File: config.mk
export PLATFORM = sky130hd
export DESIGN_NAME = mem_access_stage
export DESIGN_NICKNAME = d
export VERILOG_FILES = /design/src/rtl/mem_access_stage.sv
export SDC_FILE = /design/constraint.sdc
export NUM_CORES = 1
export LEC_CHECK = 0
export CORE_UTILIZATION = 51
export CTS_BUF_LIST = sky130_fd_sc_hd__clkbuf_16
export DETAILED_ROUTE_END_ITERATION = 10
export MAX_ROUTING_LAYER = met4
export PLACE_DENSITY_LB_ADDON = 0.2
export SYNTH_ARGS = -nofsm -noshare
export SYNTH_HDL_FRONTEND = slang
export SYNTH_SLANG_ARGS = --single-unit
File: constraint.sdc
create_clock -name clk -period 3 [get_ports clk]
set_input_delay 0.6 -clock clk [delete_from_list [all_inputs] [get_ports clk]]
set_output_delay 0.6 -clock clk [all_outputs]
set_load 0.005 [all_outputs]
File: src/rtl/mem_access_stage.sv
// MEM stage of the RV32IM pipeline: single-outstanding req/ack data-memory port,
// store lane steering, load extraction, misalign/illegal/timeout detection.
module mem_access_stage #(
  parameter int unsigned TIMEOUT_CYCLES = 64
) (
  input  logic        clk,
  input  logic        rst_n,
  input  logic        ex_valid,
  input  logic        ex_mem_read,
  input  logic        ex_mem_write,
  input  logic [2:0]  ex_funct3,
  input  logic [31:0] ex_result,
  input  logic [31:0] ex_store_data,
  input  logic [4:0]  ex_rd,
  input  logic        ex_reg_write,
  input  logic        flush,
  output logic        stall_out,
  output logic        dmem_req,
  output logic        dmem_we,
  output logic [31:0] dmem_addr,
  output logic [31:0] dmem_wdata,
  output logic [3:0]  dmem_wstrb,
  input  logic        dmem_ack,
  input  logic [31:0] dmem_rdata,
  output logic        wb_valid,
  output logic        wb_reg_write,
  output logic [4:0]  wb_rd,
  output logic [31:0] wb_data,
  output logic        exc_misalign,
  output logic        exc_access,
  output logic [31:0] exc_addr
);

  localparam int unsigned CNT_W = (TIMEOUT_CYCLES > 2) ? $clog2(TIMEOUT_CYCLES) : 1;

  typedef enum logic {IDLE, REQ} state_t;

  typedef struct packed {
    logic        reg_write;
    logic [4:0]  rd;
    logic [31:0] data;
    logic        misalign;
    logic        access;
    logic [31:0] addr;
  } wb_t;

  state_t             state, state_n;
  logic [CNT_W-1:0]   cnt, cnt_n;

  // Captured memory op
  logic [4:0]         cap_rd, cap_rd_n;
  logic               cap_reg_write, cap_reg_write_n;
  logic [2:0]         cap_f3, cap_f3_n;
  logic [31:0]        cap_addr, cap_addr_n;

  // One-entry buffer for a local op that collides with a memory retirement
  logic               buf_v, buf_v_n;
  wb_t                buf_q, buf_n;

  logic               req_n, we_n;
  logic [31:0]        addr_n, wdata_n;
  logic [3:0]         wstrb_n;

  logic               ret_v;
  wb_t                ret;

  logic               is_mem, illegal, misalign, load_ok, store_ok;
  logic               accept, acc_bus, acc_local, tmo, acked;
  wb_t                loc_wb, mem_wb, tmo_wb;
  logic [31:0]        lane_wdata, load_val;
  logic [3:0]         lane_wstrb;
  logic [7:0]         ld_byte;
  logic [15:0]        ld_half;

  assign stall_out = (state == REQ) && !dmem_ack;
  assign acked     = (state == REQ) && dmem_ack;
  assign tmo       = (state == REQ) && !dmem_ack && (cnt == CNT_W'(TIMEOUT_CYCLES - 1));

  // Decode of the EX op
  always_comb begin
    is_mem    = ex_mem_read || ex_mem_write;
    load_ok   = (ex_funct3 == 3'b000) || (ex_funct3 == 3'b001) || (ex_funct3 == 3'b010) ||
                (ex_funct3 == 3'b100) || (ex_funct3 == 3'b101);
    store_ok  = (ex_funct3 == 3'b000) || (ex_funct3 == 3'b001) || (ex_funct3 == 3'b010);
    illegal   = is_mem && ((ex_mem_read && ex_mem_write) ||
                           (ex_mem_read && !load_ok) || (ex_mem_write && !store_ok));
    misalign  = is_mem && !illegal &&
                (((ex_funct3[1:0] == 2'b01) && ex_result[0]) ||
                 ((ex_funct3[1:0] == 2'b10) && (ex_result[1:0] != 2'b00)));
    accept    = ex_valid && !flush && !stall_out;
    acc_bus   = accept && is_mem && !illegal && !misalign;
    acc_local = accept && !acc_bus;

    loc_wb.reg_write = !is_mem && ex_reg_write;
    loc_wb.rd        = ex_rd;
    loc_wb.data      = is_mem ? 32'h0 : ex_result;
    loc_wb.misalign  = misalign;
    loc_wb.access    = illegal;
    loc_wb.addr      = ex_result;
  end

  // Store lane steering
  always_comb begin
    lane_wdata = ex_store_data;
    lane_wstrb = 4'b1111;
    case (ex_funct3[1:0])
      2'b00: begin
        lane_wdata = {4{ex_store_data[7:0]}};
        lane_wstrb = 4'b0001 << ex_result[1:0];
      end
      2'b01: begin
        lane_wdata = {2{ex_store_data[15:0]}};
        lane_wstrb = ex_result[1] ? 4'b1100 : 4'b0011;
      end
      default: ;
    endcase
    if (!ex_mem_write) lane_wstrb = 4'b0000;
  end

  // Load extraction and retirement bundles for memory ops
  always_comb begin
    case (cap_addr[1:0])
      2'b00:   ld_byte = dmem_rdata[7:0];
      2'b01:   ld_byte = dmem_rdata[15:8];
      2'b10:   ld_byte = dmem_rdata[23:16];
      default: ld_byte = dmem_rdata[31:24];
    endcase
    ld_half = cap_addr[1] ? dmem_rdata[31:16] : dmem_rdata[15:0];
    case (cap_f3)
      3'b000:  load_val = {{24{ld_byte[7]}}, ld_byte};
      3'b100:  load_val = {24'h0, ld_byte};
      3'b001:  load_val = {{16{ld_half[15]}}, ld_half};
      3'b101:  load_val = {16'h0, ld_half};
      default: load_val = dmem_rdata;
    endcase

    mem_wb.reg_write = !dmem_we && cap_reg_write;
    mem_wb.rd        = cap_rd;
    mem_wb.data      = dmem_we ? 32'h0 : load_val;
    mem_wb.misalign  = 1'b0;
    mem_wb.access    = 1'b0;
    mem_wb.addr      = cap_addr;

    tmo_wb.reg_write = 1'b0;
    tmo_wb.rd        = cap_rd;
    tmo_wb.data      = 32'h0;
    tmo_wb.misalign  = 1'b0;
    tmo_wb.access    = 1'b1;
    tmo_wb.addr      = cap_addr;
  end

  // FSM state register
  always_ff @(posedge clk) begin
    if (!rst_n) state <= IDLE;
    else        state <= state_n;
  end

  // FSM next state
  always_comb begin
    state_n = state;
    case (state)
      IDLE: if (acc_bus) state_n = REQ;
      REQ: begin
        if (dmem_ack)  state_n = acc_bus ? REQ : IDLE;
        else if (tmo)  state_n = IDLE;
      end
      default: state_n = IDLE;
    endcase
  end

  // Next values of registered outputs and capture state
  always_comb begin
    ret_v           = 1'b0;
    ret             = '0;
    buf_v_n         = buf_v;
    buf_n           = buf_q;
    req_n           = dmem_req;
    we_n            = dmem_we;
    addr_n          = dmem_addr;
    wdata_n         = dmem_wdata;
    wstrb_n         = dmem_wstrb;
    cap_rd_n        = cap_rd;
    cap_reg_write_n = cap_reg_write;
    cap_f3_n        = cap_f3;
    cap_addr_n      = cap_addr;
    cnt_n           = cnt;

    // Memory retirement has priority; a colliding local op is delayed one edge
    if (acked) begin
      ret_v = 1'b1;
      ret   = mem_wb;
      if (acc_local) begin
        buf_v_n = 1'b1;
        buf_n   = loc_wb;
      end
    end else if (tmo) begin
      ret_v = 1'b1;
      ret   = tmo_wb;
    end else if (buf_v) begin
      ret_v   = 1'b1;
      ret     = buf_q;
      buf_v_n = acc_local;
      if (acc_local) buf_n = loc_wb;
    end else if (acc_local) begin
      ret_v = 1'b1;
      ret   = loc_wb;
    end

    if (acc_bus) begin
      req_n           = 1'b1;
      we_n            = ex_mem_write;
      addr_n          = {ex_result[31:2], 2'b00};
      wdata_n         = lane_wdata;
      wstrb_n         = lane_wstrb;
      cap_rd_n        = ex_rd;
      cap_reg_write_n = ex_reg_write;
      cap_f3_n        = ex_funct3;
      cap_addr_n      = ex_result;
      cnt_n           = '0;
    end else if (acked || tmo) begin
      req_n = 1'b0;
    end else if (state == REQ) begin
      cnt_n = cnt + CNT_W'(1);
    end
  end

  // Datapath and output registers
  always_ff @(posedge clk) begin
    if (!rst_n) begin
      cnt           <= '0;
      cap_rd        <= '0;
      cap_reg_write <= 1'b0;
      cap_f3        <= '0;
      cap_addr      <= '0;
      buf_v         <= 1'b0;
      buf_q         <= '0;
      dmem_req      <= 1'b0;
      dmem_we       <= 1'b0;
      dmem_addr     <= '0;
      dmem_wdata    <= '0;
      dmem_wstrb    <= '0;
      wb_valid      <= 1'b0;
      wb_reg_write  <= 1'b0;
      wb_rd         <= '0;
      wb_data       <= '0;
      exc_misalign  <= 1'b0;
      exc_access    <= 1'b0;
      exc_addr      <= '0;
    end else begin
      cnt           <= cnt_n;
      cap_rd        <= cap_rd_n;
      cap_reg_write <= cap_reg_write_n;
      cap_f3        <= cap_f3_n;
      cap_addr      <= cap_addr_n;
      buf_v         <= buf_v_n;
      buf_q         <= buf_n;
      dmem_req      <= req_n;
      dmem_we       <= we_n;
      dmem_addr     <= addr_n;
      dmem_wdata    <= wdata_n;
      dmem_wstrb    <= wstrb_n;
      wb_valid      <= ret_v;
      wb_reg_write  <= ret_v && ret.reg_write;
      exc_misalign  <= ret_v && ret.misalign;
      exc_access    <= ret_v && ret.access;
      if (ret_v) begin
        wb_rd   <= ret.rd;
        wb_data <= ret.data;
      end
      if (ret_v && (ret.misalign || ret.access)) exc_addr <= ret.addr;
    end
  end

endmodule

==> flow_metrics.py, run 1 <==
metrics = {
    "outcome": {
        "outcome": "completed",
    },
    "critical_path": {
        "worst_ep_required_time_ns": 2.40,
        "path_class": "in -> out",
        "cp.arrival_ns": 2.07,
        "critical_path.endpoint_type": "output port",
        "crit_fanout": 7,
        "worstSetupStartpointType": "input port",
    },
    "cts": {
        "cts_setup_buffers": 0,
        "clkTransAtPathRegs_ns": 0.06,
        "cts_buffers": 26,
        "cts-hold-fix-buffers": 0,
        "tritoncts_clock_tree": "done",
        "maximum_root_to_sink_buffer_count": 3,
        "cts.repair.resized": 0,
        "clkSinkCount": 232,
        "cts-root-buf": "clkbuf_16",
        "worst_skew_pair.late_latency_ns": 0.54,
        "h_tree_depth": 1,
    },
    "floorplan": {
        "die_x_um": 149.2,
        "floorplan.die.height_um": 149.2,
        "fp.dieArea_mm2": 0.02227,
        "row_count": 53,
        "coreArea_mm2": 0.02115,
        "ioPinCount": 256,
        "floorplan.initialDensity_pct": 52.25,
    },
    "sta": {
        "layout_worst_path_cycle_share_pct": 89.14,
        "unrepaired_setup_endpoints_after_global_routing": "no",
        "setup-violations-final": 0,
        "tightestPinTransition_ns": 0.9948,
        "slew_headroom_pct": 33.68,
        "totalNegativeSetupSlack_ns": 0,
        "timing.clock.skew_ns": 0.02203,
        "hold_viol_final": 0,
        "max_freq_mhz": 373.9,
        "period_needed_ns": 2.674,
        "maxSlewViolCount": 0,
    },
    "detailed_routing": {
        "detailroute.wirelength.met3_um": 3323,
        "wire_per_inst_um": 19.19,
        "drt-met1-wl_um": 14390,
        "top_layer": "met4",
        "total_length_of_routed_wires_um": 35310,
        "drt_iter0_drc": 1064,
        "antenna_viol_nets_final": 0,
        "via_count": 10957,
        "drc": 0,
        "vias_per_cell": 5.955,
        "detailed_routed_wire_length_on_met2_um": 16570,
        "dr.pass1.iters": 6,
    },
    "yosys": {
        "netlist_instances": 1383,
        "synth_seq_cells": 232,
        "post_synth.cell_area_avg_um2": 7.992,
        "ys_types": 55,
        "yosysWarningCount": 0,
        "syn_area_mm2": 0.01105,
        "synth_ff_type": "dfxtp_1",
        "async_flop_share_pct": 0,
        "synthDominantAreaCellType": "dfxtp_1",
        "number_of_synthesized_flops_with_an_enable_pin": 0,
        "synth_top_area_share_pct": 42.02,
        "ys_seq_area_share_pct": 42.02,
        "post_synth_main_area_contributors": "dfxtp_1 42%, nand2_1 12%, a21oi_1 6.8%",
    },
    "layout": {
        "synthToLayoutAreaGrowth_pct": 30.45,
        "fillerInstances": 1760,
        "most-common-layout-cells": "351 x nand2_1, 252 x clkdlybuf4s50_1, 231 x dfxtp_1",
        "layout_commonest_cell": "nand2_1",
        "drive_above_1_share_pct": 6.330,
        "final-instance-count-excl-fill": 1840,
        "nets": 1658,
        "final_core_utilization_pct": 68.16,
    },
    "global_route": {
        "grt_first_pass_wirelength_um": 54920,
        "gr-total-overflow": 0,
        "globalRouteTotalUtil_pct": 31.80,
        "pin_count_of_the_biggest_net_entering_global_routing": 174,
        "initial_antenna_violation_count": 1,
        "first_global_vias": 10170,
    },
    "job": {
        "max_capacitance_violation_count": 0,
    },
    "place": {
        "buffer_ports.inserted": 253,
        "dp_hpwl_um": 23350,
        "globalplace.congestion": 0.9052,
        "placed_cells_incl_taps": 1792,
    },
    "pwr": {
        "ir_worst_vdd_mv": 0.4133,
        "cellPowerDensity_mw_per_mm2": 474.9,
        "totalPowerFinal_mw": 6.847,
        "leakage_nw": 5.273,
    },
    "worst_hold_path": {
        "holdCritPathClass": "reg -> reg",
    },
}
## state kept, by name (all words and copies together), names as in the netlist, 4 cells and up
signal and count:
buf_q 72, cap_addr 32, dmem_wdata 32, exc_addr 32
wb_data 32, cnt 6, cap_rd 5, wb_rd 5
dmem_wstrb 4
## worst max-delay path, stage by stage
cell and delay, ns:
clkdlybuf4s50_1 0.53, nand2b_1 0.22, buf_4 0.16, inv_1 0.05, clkdlybuf4s50_1 0.52
## report_power, final
part           switching [mW]  internal [mW]  leakage, nW
Sequential             0.0332           3.13         1.87
Clock                    1.28           1.66        0.410
Combinational           0.400          0.352         2.99
## cells by family after synthesis
group           after synthesis  share of synthesized area (%)
simple gates                505                          19.19
compound gates              394                          24.30
other cells                   1                        0.03393
fa+ha+maj                     1                         0.1132
buf+inv                     173                          7.347
flops                       232                          42.02
xor+xnor                      6                         0.4754
mux                          71                          6.520
## through the flow
| stage | setup slack [ns] | cell area (um2) | hold slack (ns) |
|---|---|---|---|
| final | 0.3258 | 14420 | 0.4491 |
| after CTS | 0.3462 | 14420 | 0.4477 |
| after global placement | 0.1674 | 13640 | 0.4340 |
| after global routing | 0.2441 | 14420 | 0.4684 |
| after floorplan | 0.5649 | 11060 | 0.4273 |
| after detailed placement | 0.09162 | 13640 | 0.4389 |
## final cells by class
class	instances	area (um2)	share of cell area, %
Sequential cell	232	4646	32.22
Multi-Input combinational cell	979	5637	39.09
Antenna cell	1	2.502	0.01736
Inverter	9	38.79	0.2690
Clock buffer	26	650.6	4.512
Tap cell	275	344.1	2.386
Clock inverter	21	127.6	0.8851
Timing Repair Buffer	297	2973	20.62
## metal layers
metal,global-route usage (%),vias up
met3,5.291,80
li1,-,5187
met5,-,-
met2,51.16,562
met1,40.54,5128
met4,10.31,0
## path summary, 6_finish.rpt
kind / end / slack (ns) / cells after the start / start
worst max-delay path: stall_out / 0.33 / 5 / dmem_ack
worst min-delay path: buf_q[64]$_SDFFE_PN0P_ / 0.45 / 2 / buf_q[64]$_SDFFE_PN0P_
worst max register to register: wb_reg_write$_SDFF_PN0_ / 0.63 / 5 / buf_v$_SDFFE_PN0P_
worst min register to register: buf_q[64]$_SDFFE_PN0P_ / 0.45 / 2 / buf_q[64]$_SDFFE_PN0P_
## synth_stat cells (all sizes together) (11+ instances only)
cell and n:
a211oi 11, a21oi 150, a2bb2oi 15, a31oi 17
and2 28, buf 52, clkbuf 112, dfxtp 232
mux2i 63, nand2 351, nand2b 11, nand3 47
nor2 50, o2111a 31, o21a 12, o21ai 47
o221ai 39, o22ai 16
No activity file was read; power rests on OpenSTA's default activity.
==> run 2: changes to the inputs <==
--- a/config.mk
+++ b/config.mk
@@ -10,6 +10,7 @@
 export DETAILED_ROUTE_END_ITERATION = 10
 export MAX_ROUTING_LAYER = met4
 export PLACE_DENSITY_LB_ADDON = 0.2
+export SKIP_CTS_REPAIR_TIMING = 1
 export SYNTH_ARGS = -nofsm -noshare
 export SYNTH_HDL_FRONTEND = slang
 export SYNTH_SLANG_ARGS = --single-unit
==> results of run 2 <==
No change in the layout: final DEF, timing and power equal those of run 1.
==> run 3: changes to the inputs <==
--- a/config.mk
+++ b/config.mk
@@ -5,6 +5,7 @@
 export SDC_FILE = /design/constraint.sdc
 export NUM_CORES = 1
 export LEC_CHECK = 0
+export ABC_AREA = 0
 export CORE_UTILIZATION = 51
 export CTS_BUF_LIST = sky130_fd_sc_hd__clkbuf_16
 export DETAILED_ROUTE_END_ITERATION = 10
==> results of run 3 <==
No change in the layout: final DEF, timing and power equal those of run 1.
==> edit, RTL diff (config.mk and constraints of run 2) <==
Take the reset off `cap_addr` and load it in a clocked block of its own.
--- a/src/rtl/mem_access_stage.sv
+++ b/src/rtl/mem_access_stage.sv
@@ -232,5 +232,4 @@
       cap_reg_write <= 1'b0;
       cap_f3        <= '0;
-      cap_addr      <= '0;
       buf_v         <= 1'b0;
       buf_q         <= '0;
@@ -252,5 +251,4 @@
       cap_reg_write <= cap_reg_write_n;
       cap_f3        <= cap_f3_n;
-      cap_addr      <= cap_addr_n;
       buf_v         <= buf_v_n;
       buf_q         <= buf_n;
@@ -272,4 +270,8 @@
   end
 
+  always_ff @(posedge clk) begin
+    cap_addr <= cap_addr_n;
+  end
+
 endmodule
 
Function: same outputs for any inputs over 4 cycles, from zero or initial values and one cycle with rst_n low; that may be too few to reach the edited logic, so the function may still have changed.
==> edit against run 2 <==
  * Final area up 14%
  * Sequential power grew 18%
  * Setup slack worse by 42 ps
  * Synthesized cell count grew 8.8%
  * Wire length rose by 18%
  * Sequential share of layout area is 1.6 points higher
  * First-iteration DRC count rose by 38%
  * Count of clock-buffer cells in the layout grew 3
  * Area after synthesis increased by 15%
  * Sequential cell count grew 30
  * Non-clock buffer count is 21 higher
  * Via count rose by 18%
  * Final cell count grew 9.9%
  * Total power increased by 17%
==> edit: results <==
group,metric,value,unit
finish,fill_cells,1990,
power,p_leak,5.44,nW
detailed_routing,dr.pass1.iters,6,
run_status,status,"finished, final reports clean",
yosys,ys_seq_area_share,43.9,%
yosys,yosys.cell_types.count,58,
global_routing,grt_pass1_wl,65800,um
placement,place.gp.congestion,0.905,
worst_hold_path,min_path_type,"reg -> reg",
placement,pre_cts_ws,98.6,ps
critical_path,critPathMaxStageDelay,590,ps
yosys,synthTopCellsByCount,"dfxtp_1, nand2_1, a21oi_1",
clock_tree,clock_latency,550,ps
global_routing,grt_pass1_vias,12200,
critical_path,cp_max_fo,7,
timing,tightest_slew,755,ps
clock_tree,htree_num_levels,1,
yosys,synthTopCellsByArea,"dfxtp_1, a21oi_1, edfxtp_1, nand2_1, o31ai_1",
critical_path,critPathArrivalTime,2120,ps
power,p_int,0.00589,W
critical_path,slowest_stage,"clkdlybuf4s50_1",
finish,drive_gt1_share,8.42,%
global_routing,antenna_found_initial,0,
timing,clock-skew-final,7.24,ps
finish,layout.cells.non_filler,2022,
placement,dp_hpwl,27200,um
clock_tree,root_buffer,"clkbuf_16",
global_routing,grt_max_degree,77,
finish,top_register,"buf_q",
clock_tree,cts.clk_slew.worst_paths,60,ps
yosys,syn_area_per_cell,8.42,sq um
finish,fin_nets,1789,
clock_tree,clock_path_buffers,3,
yosys,ys_warn_count,0,
detailed_routing,vias,12900,
global_routing,track_usage,32.8,%
power,irDropWorstVdd,402,uV
finish,n_antenna_cell,0,
detailed_routing,wl_per_cell,20.6,um
detailed_routing,drt_iter0_drc,1471,
placement,io_buffers,253,
clock_tree,numCtsBuffers,28,
yosys,synth-edff-count,32,
finish,largest_register_ffs,72,
## edit: critical path: cells and delay by family
kind          cells  cell delay (ps)
simple gates      1              320
buf+inv           3             1200
## edit: power groups by stage
stage	Combinational (W)	Clock (W)	Sequential (W)
CTS	0.00111	0.00315	0.00372
detailed placement	0.00110	0	0.00379
global route	0.00119	0.00331	0.00372
finish	0.00112	0.00316	0.00372
global placement	0.00109	0	0.00379
floorplan	0.000512	0	0.00378
## edit: path summary, 6_finish.rpt
kind                                                 start                         end  cells past startpoint  slack, ps
worst min-delay path            dmem_addr[23]$_SDFFE_PN0P_  dmem_addr[23]$_SDFFE_PN0P_                      2        450
worst max-delay path                              dmem_ack                   stall_out                      4        280
worst min register to register  dmem_addr[23]$_SDFFE_PN0P_  dmem_addr[23]$_SDFFE_PN0P_                      2        450
worst max register to register         cnt[0]$_SDFFE_PP0P_      buf_q[44]$_SDFFE_PN0P_                      7        660
## edit: cell families after synthesis
group | Yosys count | synth area share, %
buffers and inverters | 202 | 7.09
DFF | 262 | 43.9
muxes | 27 | 2.29
other | 1 | 0.0296
adders and majority gates | 1 | 0.0987
and+or+nand+nor | 431 | 15.8
AOI/OAI and AO/OA | 575 | 30.3
xor gates and xnor gates | 6 | 0.415
## edit: stage by stage
stage	hold WS (ps)	total power [W]	area [sq um]	utilization (%)
finish	450	0.00799	16500	67.7
global route	475	0.00823	16500	67.7
CTS	455	0.00798	16500	67.7
detailed placement	446	0.00489	15600	64.3
global placement	442	0.00488	15600	64.3
floorplan	437	0.00429	12700	-
## edit: layout make-up
class / instances / area (sq um) / area share (%)
multi-input combinational: 1042 / 6280 / 38.2
sequential: 262 / 5570 / 33.8
timing repair buffer: 318 / 3300 / 20.0
clock buffer: 29 / 726 / 4.41
tap: 324 / 405 / 2.46
inverter: 24 / 97.6 / 0.593
clock inverter: 23 / 91.3 / 0.555
## edit: layer usage
metal	up-vias	wire, um	global-route usage (%)
met5	-	0	-
met4	0	2310	17.2
met3	151	3260	4.94
met2	687	19600	51.4
met1	6131	16600	40.9
li1	5962	-	-
